==> src/rtl/muldiv_seq_ctrl.sv <==
// muldiv_seq_ctrl: EX-stage sequencer for MULT/MULTU/DIV/DIVU.
// Latches operands, drives the iterative divider (start/done/cancel) and the
// pipelined multiplier, stalls the pipeline while the result is pending, and
// issues a single HILO write when the result is ready.
// Optional feature macro: DIV_ZERO_BYPASS_EN. When it is defined, a divide by
// zero skips the divider and writes {opd_a, 32'hFFFF_FFFF} directly.
module muldiv_seq_ctrl #(
  parameter int MUL_LAT = 2
) (
  input  logic        clk,
  input  logic        rst,
  input  logic        md_req,
  input  logic [1:0]  md_op,
  input  logic [31:0] opd_a,
  input  logic [31:0] opd_b,
  input  logic        flush,
  output logic        div_start,
  output logic        div_cancel,
  output logic        div_sign,
  output logic [31:0] div_a,
  output logic [31:0] div_b,
  input  logic        div_done,
  input  logic [31:0] div_quot,
  input  logic [31:0] div_rem,
  output logic        mul_sign,
  output logic [31:0] mul_a,
  output logic [31:0] mul_b,
  input  logic [63:0] mul_prod,
  output logic        stall,
  output logic        busy,
  output logic        hilo_we,
  output logic [63:0] hilo_wdata
);

  typedef enum logic [1:0] {
    IDLE     = 2'd0,
    MUL_WAIT = 2'd1,
    DIV_WAIT = 2'd2,
    DONE     = 2'd3
  } state_t;

  state_t      state;
  state_t      state_next;
  logic [3:0]  cnt;
  logic        accept;
  logic        bypass;

  // Divide-by-zero detection used only when the bypass feature is built in.
  always_comb begin
`ifdef DIV_ZERO_BYPASS_EN
    bypass = md_op[1] && (opd_b == 32'd0);
`else
    bypass = 1'b0;
`endif
  end

  // Next-state decode plus the combinational handshake outputs; flush overrides all.
  always_comb begin
    state_next = state;
    accept     = 1'b0;
    stall      = 1'b0;
    hilo_we    = 1'b0;
    div_cancel = 1'b0;
    case (state)
      IDLE: begin
        if (md_req && !flush) begin
          accept = 1'b1;
          stall  = 1'b1;
          if (!md_op[1]) begin
            state_next = MUL_WAIT;
          end else if (bypass) begin
            state_next = DONE;
          end else begin
            state_next = DIV_WAIT;
          end
        end else begin
          state_next = IDLE;
        end
      end
      MUL_WAIT: begin
        stall = 1'b1;
        if (cnt == 4'd1) begin
          state_next = DONE;
        end else begin
          state_next = MUL_WAIT;
        end
      end
      DIV_WAIT: begin
        stall = 1'b1;
        if (div_done) begin
          state_next = DONE;
        end else begin
          state_next = DIV_WAIT;
        end
      end
      DONE: begin
        // md_req here still belongs to the retiring instruction; ignore it.
        hilo_we    = 1'b1;
        state_next = IDLE;
      end
      default: begin
        state_next = IDLE;
      end
    endcase

    if (flush) begin
      state_next = IDLE;
      accept     = 1'b0;
      stall      = 1'b0;
      hilo_we    = 1'b0;
      div_cancel = (state == DIV_WAIT);
    end else begin
      div_cancel = 1'b0;
    end

    // A reset abandons the operation silently: no write, no cancel pulse.
    if (rst) begin
      stall      = 1'b0;
      hilo_we    = 1'b0;
      div_cancel = 1'b0;
    end else begin
      div_cancel = div_cancel;
    end
  end

  assign busy = (state != IDLE);

  // State register and the one-cycle divider start pulse.
  always_ff @(posedge clk) begin
    if (rst) begin
      state     <= IDLE;
      div_start <= 1'b0;
    end else begin
      state     <= state_next;
      div_start <= accept && md_op[1] && !bypass;
    end
  end

  // Operand/sign latches: written only on acceptance, so they stay put until DONE.
  always_ff @(posedge clk) begin
    if (rst) begin
      mul_a    <= 32'd0;
      mul_b    <= 32'd0;
      mul_sign <= 1'b0;
      div_a    <= 32'd0;
      div_b    <= 32'd0;
      div_sign <= 1'b0;
    end else if (accept) begin
      if (!md_op[1]) begin
        mul_a    <= opd_a;
        mul_b    <= opd_b;
        mul_sign <= ~md_op[0];
      end else begin
        div_a    <= opd_a;
        div_b    <= opd_b;
        div_sign <= ~md_op[0];
      end
    end
  end

  // Multiplier latency counter: loaded on accept, counts down through MUL_WAIT.
  always_ff @(posedge clk) begin
    if (rst) begin
      cnt <= 4'd0;
    end else if (accept && !md_op[1]) begin
      cnt <= 4'(MUL_LAT);
    end else if ((state == MUL_WAIT) && (cnt != 4'd0)) begin
      cnt <= cnt - 4'd1;
    end
  end

  // Result capture into the HILO write-data register.
  always_ff @(posedge clk) begin
    if (rst) begin
      hilo_wdata <= 64'd0;
    end else if (!flush) begin
      if (accept && bypass) begin
        hilo_wdata <= {opd_a, 32'hFFFF_FFFF};
      end else if ((state == MUL_WAIT) && (cnt == 4'd1)) begin
        hilo_wdata <= mul_prod;
      end else if ((state == DIV_WAIT) && div_done) begin
        hilo_wdata <= {div_rem, div_quot};
      end
    end
  end

endmodule

==> config.mk <==
export PLATFORM = sky130hd
export DESIGN_NAME = muldiv_seq_ctrl
export DESIGN_NICKNAME = d
export VERILOG_FILES = /design/src/rtl/muldiv_seq_ctrl.sv
export SDC_FILE = /design/constraint.sdc
export NUM_CORES = 1
export LEC_CHECK = 0
export CAP_MARGIN = 5
export CORE_UTILIZATION = 26
export DETAILED_ROUTE_END_ITERATION = 6
export SLEW_MARGIN = 0
export SYNTH_ARGS = -nofsm -noshare
export SYNTH_HDL_FRONTEND = slang
export SYNTH_SLANG_ARGS = --single-unit
==> constraint.sdc <==
create_clock -name clk -period 4.1 [get_ports clk]
set_input_delay 1.025 -clock clk [delete_from_list [all_inputs] [get_ports clk]]
set_output_delay 1.025 -clock clk [all_outputs]
set_load 0.01 [all_outputs]
# [Yosys cells after proc, flatten, opt, wreduce, memory -nomap -nowiden]
# Index checks and enable logic that the tools add are counted.
[word_totals] ff_bits=201 output_inout_bits=199
[op_classes] n_addsub=1 n_mux=20 bitwise_logic=3 eq_ne=4 reduce_logical=19
[ops] cell="two-way mux 64 bit" count=2
[ops] cell="two-way mux 1 bit" count=11
[ops] cell="two-way mux 2 bit" count=5
[ops] cell="one-hot mux 2 bit (4 select lines)" count=1
[ops] cell="logical AND 1 bit" count=6
[ops] cell="AND reduction 2 bit" count=3
[ops] cell="nonzero test 2 bit" count=3
[ops] cell="OR reduction 2 bit" count=3
[ops] cell="== test 2 bit, second input constant" count=2
[ops] cell="== test 4 x 1 -> 1 bit, second input constant" count=1
[ops] cell="nonzero test 4 bit" count=1
[ops] cell="subtractor 4 x 1 -> 4 bit, second input constant" count=1
[ops] cell="NOT 1 bit" count=3
[ops] cell="== test 2 x 1 -> 1 bit, second input constant" count=1
[ops] cell="zero test 1 bit" count=2
[ops] cell="zero test 2 bit" count=1
[ops] cell="one-hot mux 1 bit (2 select lines)" count=1

# [Longest topological paths before layout]
[logic_depth] depth_word=7 mapped_depth=8 ltp_nobuf=5

# [Worst setup path before layout]
# No wires, ideal clock.
[synth_timing] path_kind="in2out" from="in rst" to="out hilo_we" n_path_buf=2 required_time_ns=3.075 slack_ns=1.275 t_arrival_ns=1.800 stages=3 cell_sequence="clkbuf_1 clkbuf_1 nor3b_1"
[synth_between] elab_chain_len=1
[synth_lines] element="start, declared" line="11" text="input logic rst,"
[synth_lines] element="two-way mux 1 bit" line="117" text="if (rst) begin"
[synth_lines] element="end, declared" line="31" text="output logic hilo_we,"
# Every way passes these cells.

# [Worst setup path in the final report]
[layout_timing] from="in md_req" to="out stall"
[layout_between] elab_chain_len=5
[layout_lines] element="start, declared" line="12" text="input logic md_req,"
[layout_lines] element="logical AND 1 bit" line="66" text="if (md_req && !flush) begin"
[layout_lines] element="two-way mux 1 bit" line="66"
[layout_lines] element="one-hot mux 1 bit (2 select lines)" line="64" text="case (state)"
[layout_lines] element="two-way mux 1 bit" line="106" text="if (flush) begin"
[layout_lines] element="two-way mux 1 bit" line="117"
[layout_lines] element="end, declared" line="29" text="output logic stall,"
# Every way passes these cells.

==> impl_metrics.json <==
{
  "die_width_um": 185,
  "postPlaceCellArea_um2": 13100,
  "clkLatencyLatePin_ps": 530,
  "dr.pass1.iters": 4,
  "crit_fanout": 3,
  "wl_per_cell_um": 17.1,
  "max_freq_mhz": 261,
  "r2r_setup_slack_ps": 1280,
  "hold_path_class": "reg2reg",
  "grt.total_usage_pct": 16.9,
  "htreeDepth": 1,
  "globalplace.congestion": 0.748,
  "min_to": "div_b[17]$_SDFFE_PP0P_",
  "cp.arrival_ps": 2810,
  "worst_pin_slew_ps": 987,
  "ff2ff_path_depth": 6,
  "syn_to_final_growth_pct": 59.3,
  "synth_nets": 1192,
  "synth_cells": 984,
  "vias": 8168,
  "setup-violations-final": 0,
  "core_area_um2": 32800,
  "maxCapViolations": 0,
  "die_h_um": 185,
  "rows": 66,
  "final.setup.worst_slack_ps": 266,
  "avgSynthCellArea_um2": 8.89,
  "ys_ff_latch": 201,
  "nets": 1549,
  "ant_nets": 0,
  "seq_area_frac_synth_pct": 46.0,
  "maxSlewViolCount": 0,
  "power_density_nw_per_um2": 349,
  "finClkSkew_ps": 17.8,
  "crit_required_ps": 3070,
  "ios": 398,
  "power.leakage_nw": 4.97,
  "antenna_found_initial": 0,
  "design_area_um2": 13900,
  "grt_max_degree": 79,
  "ctsHoldBuffers": 0,
  "ys_warn_count": 0,
  "hold_depth": 2,
  "hold_start": "div_b[17]$_SDFFE_PP0P_",
  "outcome": "complete, no violations",
  "period_needed_ps": 3830,
  "cts_setup_buffers": 0,
  "die_area_um2": 34400,
  "initialDrtViolationCount": 316,
  "clockBufferDepth": 3,
  "grt_pass1_wl_mm": 45.5,
  "clk_pin_slew_ps": 60,
  "ys_types": 35,
  "diodes": 0,
  "cts_inserted_buffers": 24,
  "r2r_start": "state[1]$_SDFF_PP0_",
  "dpl.hpwl_mm": 20.9,
  "rsz0062_at_grt": "false",
  "vias_per_cell": 4.54,
  "critical_path_class": "in2out",
  "end_kind": "output pin",
  "clkSinkCount": 201,
  "relSlewSlack_pct": 34.2,
  "fin_tns_setup_ps": 0,
  "r2r_end": "hilo_wdata[8]$_SDFFE_PP0P_",
  "initial_core_util_pct": 26.7,
  "drc_errors": 0,
  "start_kind": "primary input",
  "layout-drive-gt1-share_pct": 9.35,
  "routed_wl_mm": 30.8,
  "hold_viol": 0,
  "grt_overflow_total": 0,
  "max-vdd-ir-drop_mv": 0.277,
  "grt_pass1_vias": 8046,
  "ctsResizeCount": 0,
  "fin_crit_sh_pct": 93.5,
  "cts_root_buffer": "clkbuf_16",
  "io_buffers": 397,
  "syn_area_um2": 8750,
  "cts_tree": "built",
  "post-place-ws_ps": 284
}
-- cells in the mapped netlist --
cell type	number	area share (%)
and4bb_1	1	0.14
ha_1	9	1.3
nor2_1	6	0.26
a2111oi_0	1	0.10
nand4b_1	1	0.10
a211oi_1	4	0.34
or4_1	2	0.17
buf_2	18	1.0
o21ai_0	3	0.17
a21oi_1	132	7.6
nand4bb_1	2	0.26
a21boi_0	1	0.086
or3_1	1	0.072
nand3b_1	64	5.5
buf_6	6	0.77
dfxtp_1	201	46
nor3b_1	2	0.17
nand2b_1	2	0.14
nand2_1	258	11
a311oi_1	1	0.10
buf_1	12	0.51
and4b_1	1	0.11
nor4_1	1	0.072
mux2i_1	64	7.3
or3b_2	1	0.10
nand3_1	1	0.057
a21o_1	1	0.086
buf_4	7	0.60
inv_2	1	0.043
inv_1	71	3.0
a221oi_1	5	0.50
clkbuf_1	43	1.8
nor2b_1	1	0.072
a2111oi_2	1	0.17
a221oi_2	59	10
-- worst max path at each step --
stage / start / to / slack [ps] / cells past startpoint
after floorplan: rst / hilo_we / 1270 / 3
after global placement: md_req / stall / 370 / 5
after detailed placement: md_req / stall / 280 / 5
after CTS: md_req / stall / 270 / 5
after global routing: md_req / stall / 170 / 5
final: md_req / stall / 270 / 5
-- per-layer routing --
metal,track usage (%),vias up,wire (um)
li1,-,4055,-
met5,0,-,0
met4,3.93,0,501
met1,19.5,3775,12600
met3,6.33,35,3390
met2,29.2,303,14300
-- metrics by stage --
| step | power, mW | instances | hold slack (ps) | util, % |
|---|---|---|---|---|
| 6_report | 4.86 | 1801 | 453 | 42.5 |
| 5_1_grt | 5.06 | 1801 | 468 | 42.5 |
| 4_1_cts | 4.94 | 1801 | 452 | 42.5 |
| 3_5_place_dp | 2.67 | 1757 | 446 | 40.0 |
| 3_3_place_gp | 2.67 | 1757 | 441 | 40.0 |
| 2_1_floorplan | 2.29 | 984 | 475 | - |
-- cells by family after synthesis --
| family | Yosys count | share of synthesized area [%] |
|---|---|---|
| AOI/OAI and AO/OA | 208 | 19.2 |
| adders and majority gates | 9 | 1.29 |
| buffers and inverters | 158 | 7.85 |
| DFF | 201 | 46.0 |
| muxes | 64 | 7.32 |
| and+or+nand+nor | 344 | 18.3 |
-- state kept, by name, indices dropped and copies added (netlist names) --
register    cells
div_a          32
state           2
cnt             4
div_start       1
mul_b          32
hilo_wdata     64
div_b          32
div_sign        1
mul_a          32
mul_sign        1
-- critical path: stages --
cell and delay [ps]:
clkdlybuf4s50_1 480, nor2b_1 250, a21oi_1 120, nor4_1 290
clkdlybuf4s50_1 650
-- report_power, final --
part	total (mW)	leakage, nW	switching, mW	internal [mW]
sequential	2.03	1.63	0.0269	2.01
clock	2.23	0.405	0.872	1.36
combinational	0.592	2.94	0.264	0.328
total	4.86	4.97	1.16	3.70
-- final cells by class --
type	count	area, um2
Fill cell	3253	18900
Timing Repair Buffer	417	4180
Clock buffer	35	693
Multi-Input combinational cell	625	4080
Tap cell	442	553
Sequential cell	201	4020
Clock inverter	9	128
Inverter	72	272
-- cell usage in the layout (no fill, tap or decap), types with 2 or more instances in the layout --
| cell | instances |
|---|---|
| or4_1 | 2 |
| clkdlybuf4s50_1 | 395 |
| nor2_1 | 6 |
| buf_12 | 5 |
| mux2i_1 | 64 |
| dfxtp_1 | 201 |
| nor3b_1 | 2 |
| clkbuf_1 | 7 |
| clkinv_2 | 5 |
| a221oi_2 | 59 |
| bufinv_16 | 3 |
| nand3b_1 | 64 |
| o21ai_0 | 3 |
| buf_4 | 15 |
| a211oi_1 | 4 |
| a21oi_1 | 132 |
| clkbuf_16 | 25 |
| nand2b_1 | 2 |
| nand4bb_4 | 2 |
| clkbuf_8 | 3 |
| inv_1 | 71 |
| a221oi_1 | 5 |
| ha_1 | 8 |
| nand2_1 | 258 |
Power figures use the tool's default switching activity.
